<file path="config.mk">
export PLATFORM = sky130hd
export DESIGN_NAME = mode_timer_ctrl
export DESIGN_NICKNAME = d
export VERILOG_FILES = /design/src/rtl/mode_timer_ctrl.sv
export SDC_FILE = /design/constraint.sdc
export NUM_CORES = 1
export LEC_CHECK = 0
export CAP_MARGIN = 20
export CORE_ASPECT_RATIO = 0.75
export CORE_MARGIN = 2
export CORE_UTILIZATION = 61
export DETAILED_ROUTE_END_ITERATION = 12
export GPL_ROUTABILITY_DRIVEN = 0
export GPL_TIMING_DRIVEN = 0
export HOLD_SLACK_MARGIN = 0.1
export PLACE_DENSITY_LB_ADDON = 0.2
export SYNTH_ARGS = -nofsm -noshare
export SYNTH_HDL_FRONTEND = slang
export SYNTH_SLANG_ARGS = --single-unit
</file>
<file path="constraint.sdc">
create_clock -name clk -period 3.85 [get_ports clk]
set_input_delay 0.77 -clock clk [delete_from_list [all_inputs] [get_ports clk]]
set_output_delay 0.77 -clock clk [all_outputs]
set_load 0.02 [all_outputs]
</file>
<file path="src/rtl/mode_timer_ctrl.sv">
// Mode/timer controller for an appliance-style panel.
// - Button edges move between the standby, three power levels and the clean cycle.
// - A one-second prescaler drives the elapsed counter (left_time).
// - The same prescaler drives the remaining-time counter (right_time) of timed modes.
//
// state       | meaning
// ------------+-----------------------------------------------------------
// ST_OFF      | power stage off, all outputs idle
// ST_STANDBY  | powered, no mode selected
// ST_LEVEL1   | level 1 running, untimed
// ST_LEVEL2   | level 2 running, untimed
// ST_LEVEL3   | level 3 running, times out back to level 2 (once per power-up)
// ST_CLEAN    | clean cycle running, times out to standby with clean_done
module mode_timer_ctrl #(
    parameter int TICKS_PER_SEC = 100_000_000,
    parameter int LEVEL3_SEC    = 60,
    parameter int CLEAN_SEC     = 180
) (
    input  logic       clk,
    input  logic       rst,
    input  logic       power_status,
    input  logic       menu_stable,
    input  logic       left_stable,
    input  logic       right_stable,
    output logic [7:0] selection,
    output logic [7:0] left_time,
    output logic [7:0] right_time,
    output logic       clean_done
);

    localparam int PRESC_W = (TICKS_PER_SEC > 1) ? $clog2(TICKS_PER_SEC) : 1;
    localparam logic [PRESC_W-1:0] PRESC_LAST = PRESC_W'(TICKS_PER_SEC - 1);
    localparam logic [7:0] LEVEL3_LOAD = 8'(LEVEL3_SEC);
    localparam logic [7:0] CLEAN_LOAD  = 8'(CLEAN_SEC);

    typedef enum logic [2:0] {
        ST_OFF,
        ST_STANDBY,
        ST_LEVEL1,
        ST_LEVEL2,
        ST_LEVEL3,
        ST_CLEAN
    } state_t;

    state_t               state_q, state_d;
    logic                 menu_prev_q, left_prev_q, right_prev_q;
    logic                 level3_used_q, level3_used_d;
    logic [PRESC_W-1:0]   presc_q, presc_d;
    logic [7:0]           selection_q, selection_d;
    logic [7:0]           left_time_q, left_time_d;
    logic [7:0]           right_time_q, right_time_d;
    logic                 clean_done_q, clean_done_d;

    logic                 menu_edge, left_edge, right_edge;
    logic                 tick;
    logic                 timed_mode;
    logic                 expired;
    logic                 clean_timeout;
    logic                 state_change;

    assign menu_edge  = menu_stable  & ~menu_prev_q;
    assign left_edge  = left_stable  & ~left_prev_q;
    assign right_edge = right_stable & ~right_prev_q;
    assign tick       = (presc_q == PRESC_LAST);
    assign timed_mode = (state_q == ST_LEVEL3) || (state_q == ST_CLEAN);
    assign expired    = tick && timed_mode && (right_time_q == 8'd1);

    // State, timers, button history and registered outputs.
    always_ff @(posedge clk or negedge rst) begin
        if (!rst) begin
            state_q       <= ST_OFF;
            menu_prev_q   <= 1'b0;
            left_prev_q   <= 1'b0;
            right_prev_q  <= 1'b0;
            level3_used_q <= 1'b0;
            presc_q       <= '0;
            selection_q   <= 8'h00;
            left_time_q   <= 8'd0;
            right_time_q  <= 8'd0;
            clean_done_q  <= 1'b0;
        end else begin
            state_q       <= state_d;
            menu_prev_q   <= menu_stable;
            left_prev_q   <= left_stable;
            right_prev_q  <= right_stable;
            level3_used_q <= level3_used_d;
            presc_q       <= presc_d;
            selection_q   <= selection_d;
            left_time_q   <= left_time_d;
            right_time_q  <= right_time_d;
            clean_done_q  <= clean_done_d;
        end
    end

    // Next-state: power loss first, then the single highest-priority button
    // edge, then timeout. An edge the current state ignores does not stop a timeout.
    always_comb begin
        state_d       = state_q;
        level3_used_d = level3_used_q;
        clean_timeout = 1'b0;
        if (!power_status) begin
            state_d       = ST_OFF;
            level3_used_d = 1'b0;
        end else begin
            case (state_q)
                ST_OFF: state_d = ST_STANDBY;
                ST_STANDBY: begin
                    if (menu_edge)       state_d = ST_CLEAN;
                    else if (left_edge)  state_d = ST_STANDBY;
                    else if (right_edge) state_d = ST_LEVEL1;
                end
                ST_LEVEL1: begin
                    if (menu_edge)       state_d = ST_STANDBY;
                    else if (left_edge)  state_d = ST_STANDBY;
                    else if (right_edge) state_d = ST_LEVEL2;
                end
                ST_LEVEL2: begin
                    if (menu_edge)       state_d = ST_STANDBY;
                    else if (left_edge)  state_d = ST_LEVEL1;
                    else if (right_edge && !level3_used_q) state_d = ST_LEVEL3;
                end
                ST_LEVEL3: begin
                    if (menu_edge)       state_d = ST_STANDBY;
                    else if (left_edge)  state_d = ST_LEVEL2;
                    else if (expired)    state_d = ST_LEVEL2;
                end
                ST_CLEAN: begin
                    if (menu_edge) begin
                        state_d = ST_STANDBY;
                    end else if (expired) begin
                        state_d       = ST_STANDBY;
                        clean_timeout = 1'b1;
                    end
                end
                default: state_d = ST_OFF;
            endcase
            if (state_d == ST_LEVEL3 && state_q != ST_LEVEL3)
                level3_used_d = 1'b1;
        end
    end

    // Outputs and timers for the coming state; any state change restarts
    // the second prescaler and the elapsed counter.
    always_comb begin
        state_change = (state_d != state_q);
        presc_d      = (state_change || tick) ? '0 : presc_q + 1'b1;
        clean_done_d = clean_timeout;

        case (state_d)
            ST_STANDBY: selection_d = 8'h01;
            ST_LEVEL1:  selection_d = 8'h02;
            ST_LEVEL2:  selection_d = 8'h04;
            ST_LEVEL3:  selection_d = 8'h08;
            ST_CLEAN:   selection_d = 8'h10;
            default:    selection_d = 8'h00;
        endcase

        left_time_d = left_time_q;
        if (state_d == ST_OFF || state_change)
            left_time_d = 8'd0;
        else if (tick && left_time_q != 8'hFF)
            left_time_d = left_time_q + 8'd1;

        right_time_d = right_time_q;
        if (state_d == ST_OFF) begin
            right_time_d = 8'd0;
        end else if (state_change) begin
            if (state_d == ST_LEVEL3)     right_time_d = LEVEL3_LOAD;
            else if (state_d == ST_CLEAN) right_time_d = CLEAN_LOAD;
            else                          right_time_d = 8'd0;
        end else if (tick && timed_mode) begin
            right_time_d = right_time_q - 8'd1;
        end
    end

    assign selection  = selection_q;
    assign left_time  = left_time_q;
    assign right_time = right_time_q;
    assign clean_done = clean_done_q;

endmodule

</file>
* Yosys cells after proc, flatten, opt, wreduce, memory -nomap -nowiden
Cells that the tools add are included.
** Word-level totals
- Bits in registers :: 59
- Logic and storage cells :: 81
- Output and inout bits :: 25
** Cells by class
- Muxes and demuxes :: 32
- Reduce and logical (&&, ||, !) cells :: 13
- Add/subtract/negate cells :: 3
- Eq/ne operators :: 17
- Bitwise gates (word level) :: 6
** Operators by type and width (count)
- $mux W8 :: 7
- $mux W3 :: 16
- $add A27 B1 Y27 const B :: 1
- $eq A27 B27 Y1 const B :: 1
- $mux W27 :: 1
- $pmux W5 S5 :: 1
- $pmux W3 S6 :: 1
- $eq A3 B3 Y1 const B :: 5
- $eq A3 B2 Y1 const B :: 4
- $add A8 B1 Y8 const B :: 1
- $eq A8 B1 Y1 const B :: 1
- $ne A8 B8 Y1 const B :: 1
- $sub A8 B1 Y8 const B :: 1
- $eq A3 B1 Y1 const B :: 2
- $logic_not A3 Y1 :: 2
- $mux W1 :: 6
- $logic_and A1 B1 Y1 :: 5
- $and A1 B1 Y1 :: 3
- $logic_or A1 B1 Y1 :: 3
- $ne A3 B3 Y1 :: 1
- $ne A3 B3 Y1 const B :: 1
- $not A1 Y1 :: 3
- $reduce_bool A3 Y1 :: 1
- $ne A2 B1 Y1 const B :: 1
- other kinds (2) :: 2

* Logic depth before layout (Yosys ltp)
- Depth in word-level cells :: 15
- Mapped depth :: 11
- Depth with buffers taken out :: 10

* Least setup slack after synthesis
Ideal clock, no wire load.
- Path type :: input port to flip-flop
- From :: in left_stable
- To :: reg presc_q[20]
- Stages :: 11
- Arrival :: 2.560 ns
- Path slack :: 1.171 ns
- Path buffers :: 3
- Setup time :: 0.119 ns
- Path through :: nor2b_1 clkbuf_1 nor2_1 a221oi_1 a211oi_2 and3_4 or3_1 buf_6 nand3_4 buf_8 nor2_1
** Between the ends
- Longest elaborated chain between the ends :: 9
- Elaborated cells between the ends (all ways) :: 15
** RTL lines
- start: declaration :: line 23 : input logic left_stable,
- $and A1 B1 Y1 * :: line 62 : assign left_edge = left_stable & ~left_prev_q;
- $mux W3, on equally long branches (2 in series)
- $pmux W3 S6 * :: line 105 : case (state_q)
- $mux W3 * (2 in series) :: line 101 : if (!power_status) begin
- $ne A3 B3 Y1 * :: line 145 : state_change = (state_d != state_q);
- $logic_or A1 B1 Y1 * :: line 146 : presc_d = (state_change || tick) ? '0 : presc_q + 1'b1;
- $mux W27 * :: line 146
- via presc_d[20] :: line 48 : logic [PRESC_W-1:0] presc_q, presc_d;
- end signal: assignment :: line 87 : presc_q <= presc_d;
- end: declaration :: line 48
The timed path passes the listed nets; every way through them passes the cells marked *. The select of a mux whose other input is x is not followed.
A chain may end at the register's enable or synchronous reset.

* Worst setup path after layout
Ends and elaborated chain as after synthesis.

==> key figures <==
Setup path
  – Buf/Inv on CP: 4
  – Number of cells on the worst reg-to-reg path: 10
  – Worst setup EP type: register
  – RR Endpoint: presc_q[20]
  – Worst Path Arrival: 3.43 ns
  – Top cell family by delay on the critical path: buffers and inverters
  – CP peak stage delay: 0.49 ns
  – FF-to-FF setup slack: between 1 and 1.5 ns
  – Worst Setup Start Kind: primary input
  – RR Startpoint: presc_q[8]
  – CP Launch Point: left_stable
  – Critical path class: primary input to register
  – Worst EP required: 4.08 ns
  – Critical Path Fanout Max: 10
  – Crit-path slowest cell: clkdlybuf4s50_1
  – CP Cell Sequence: clkdlybuf4s50_1, nor2b_1, clkbuf_1, nor4_1, o31a_2, a211oi_2, and3_4, or3_1, buf_6, nand3_4, buf_8, nor2_1

Power
  – P_leak: about 1.5 nW
  – Sequential share of power: 0.501
  – Combinational share of power: 0.232
  – Switching share of power: 0.3103
  – Switch Pwr: 0.3959 mW
  – Pwr/cell area: 364.1 nW/um2
  – Overall Power: around 1.3 mW
  – VDD IR-drop max: about 260 uV
  – Total internal power: roughly 0.88 mW
  – Clock share of power: 0.267

Clocking
  – CTS H-Tree Depth: 2
  – Resize count post-CTS: 0
  – Setup repair bufs after CTS: 0
  – CTS root buf: clkbuf_8
  – Clk buf depth: 2
  – Clk pin slew, worst setup/hold paths: around 0.11 ns
  – Clk_lat worst skew: just over 0.3 ns
  – Cts bufs inserted: 5
  – Clock sinks: 56
  – CTS Hold Bufs: 0
  – CTS tree: done

Timing
  – Fmax: approximately 0.31 GHz
  – RSZ-0062 raised after global routing: no
  – Normalized max-slew margin: 0.6671
  – Final WS setup: between 0.6 and 0.7 ns
  – TNS Setup: 0 ns
  – Post-Route Skew: about 0.012 ns
  – Fin crit share: 0.8323
  – Endpoints failing hold: 0
  – Final hold slack: 0.4082 ns
  – Finish-stage setup viols: 0
  – Min Clock Period, post-route: between 3 and 4 ns
  – Worst slew pin tran: ~0.50 ns
  – Final slew viol count: 0

Drt
  – 1st-iter DRT viols: roughly 180
  – Routed via count: roughly 2300
  – Final WL: 6297 um
  – Antenna-violating nets left: 0
  – Drt drc: 0
  – First drt pass iteration count: 4
  – Routed vias/inst: roughly 5.7
  – Drt wl/cell: about 15 um

Die
  – Io pins: 31
  – Area of the die: 5586 um2
  – Die X-Extent: 85.64 um
  – Die H: around 65 um
  – Rows: 22
  – Placeable Area: ~4800 um2
  – Starting density of the core: 0.6294

Logic synthesis
  – Synthesized flop and latch total: 56
  – Synth cell types: 61
  – Post-synth ARST share: 1.000
  – Post-synthesis simple-gate area fraction: 0.2852
  – Warnings, synthesis: 0
  – Mapped Cells: roughly 310
  – Sequential area share after synthesis: 0.4596
  – Predominant post-synthesis flop cell: dfrtp_1
  – Post-Synth Adder-Cell Area: 0.01641
  – Post-Syn Area per Cell: 9.711 um2
  – Largest family of logic cells by synthesized area: simple AND/OR/NAND/NOR gates
  – Complex-gate fraction of the synthesized area: 0.08043
  – Post-synth EDFFs: 0
  – Mux cell area share after synthesis: 0.003283
  – XOR/XNOR share of the synthesized area: 0.1034
  – Synthesized cell area: about 3000 um2

Placement
  – Placed instance area: 3407 um2
  – I/O Buffers: 26
  – DP Worst Slack: around 0.37 ns
  – Hpwl dp: between 4000 and 5000 um
  – Placed cell count: just over 400

Global routing
  – GRT Util Overall: 0.2445
  – Vias in the first global route: 2250
  – Initial antenna violation count: 0
  – First-pass GRT wire length: between 10000 and 15000 um
  – Remaining global-route overflow: 0
  – Largest net degree at the start of global routing: 37

Cells and area
  – Finished Layout Cells: ~400
  – Design area: around 3500 um2
  – Layout area overhead: 14.94%
  – Most frequent cells in the layout: dfrtp_1 (56), nor2_1 (51), clkdlybuf4s50_1 (25)
  – Core Util, Final: 0.7234
  – Antenna fix cells: 0
  – Most common cell after layout, fill and taps aside: dfrtp_1
  – Layout cells sized above 1: 0.1368
  – # nets final: between 300 and 400

Worst hold path
  – Worst hold path class: primary input to async pin

Status
  – Run status: finished clean

Flow run
  – Max_cap viols: 0
-- power by group through the flow --
stage / combinational [mW] / clock (mW) / sequential [mW]
floorplan: 0.192 / 0 / 0.661
global placement: 0.287 / 0 / 0.649
detailed placement: 0.293 / 0 / 0.650
CTS: 0.295 / 0.349 / 0.639
global route: 0.324 / 0.370 / 0.644
finish: 0.296 / 0.340 / 0.639
-- cell families (layout without fill, tap and decap cells) --
| kind of cell | Yosys count | count (layout) |
|---|---|---|
| AND/OR/NAND/NOR | 158 | 158 |
| XOR/XNOR | 36 | 36 |
| flip-flops | 56 | 56 |
| other | 1 | 3 |
| buffers and inverters | 24 | 59 |
| multiplexers | 1 | 1 |
| adder cells (fa/ha/maj) | 4 | 4 |
| AO/OA/AOI/OAI | 34 | 34 |
-- cells in the mapped netlist (2+ instances only) --
cell type / instances / area share
ha_1: 4 / 0.016
nand4_1: 10 / 0.021
buf_6: 2 / 0.0074
nor4b_1: 2 / 0.0057
nand3_1: 12 / 0.020
or3_1: 5 / 0.010
and3_4: 2 / 0.0074
o22ai_1: 3 / 0.0062
and3_1: 8 / 0.016
inv_1: 11 / 0.014
xor2_1: 19 / 0.055
nor3_1: 9 / 0.015
a31oi_1: 5 / 0.010
nor2_1: 51 / 0.063
nor2_2: 5 / 0.010
buf_4: 3 / 0.0074
nand2_1: 21 / 0.026
dfrtp_1: 56 / 0.46
nor2b_1: 4 / 0.0082
xnor2_1: 17 / 0.049
buf_2: 2 / 0.0033
o21ai_0: 6 / 0.0098
and3_2: 4 / 0.0098
nand2b_1: 5 / 0.010
a21oi_1: 6 / 0.0098
nor4_1: 5 / 0.010
clkbuf_8: 2 / 0.0090
a21o_1: 2 / 0.0049
-- worst max-delay path by stage --
stage	end	slack [ns]	cells after the start
global route	presc_q[16]	0.48	10
floorplan	presc_q[20]	1.17	11
finish	presc_q[20]	0.65	12
detailed placement	presc_q[9]	0.37	12
CTS	presc_q[20]	0.69	12
global placement	right_time[5]	0.28	1
-- worst register-to-register path, stage by stage (launching register included) --
cell and delay (ns):
dfrtp_1 0.46, or4_4 0.58, nor4_4 0.18, nand3_2 0.18
a211oi_2 0.35, and3_4 0.26, or3_1 0.12, buf_6 0.13
nand3_4 0.14, buf_8 0.20, nor2_1 0.13
-- sequential cells by signal, summed over array words and instances, names as in the netlist --
register and count:
right_time 8, level3_used_q 1, state_q 3, left_prev_q 1, presc_q 27, left_time 8, right_prev_q 1, clean_done 1
selection 5, menu_prev_q 1
-- final cells by class --
class                   instances  area (um2)
multi-input cells             236        1501
clock inverters                 2       15.01
flip-flops and latches         56        1401
clock buffers                   6       82.58
inverters                      11       41.29
fillers                       384        1340
well taps                      60       75.07
plain buffers                  13       112.6
repair buffers                 27       275.3
-- routing by layer --
layer / wire, um / vias up / global-route usage / part of all wire
li1: - / 1152 / - / -
met1: 3266 / 1134 / 0.3800 / 0.52
met2: 2721 / 58 / 0.3604 / 0.43
met3: 274 / 4 / 0.04397 / 0.044
met4: 36 / 0 / 0.04762 / 0.0057
met5: 0 / - / 0 / 0
(Power assumes the default switching activity.)
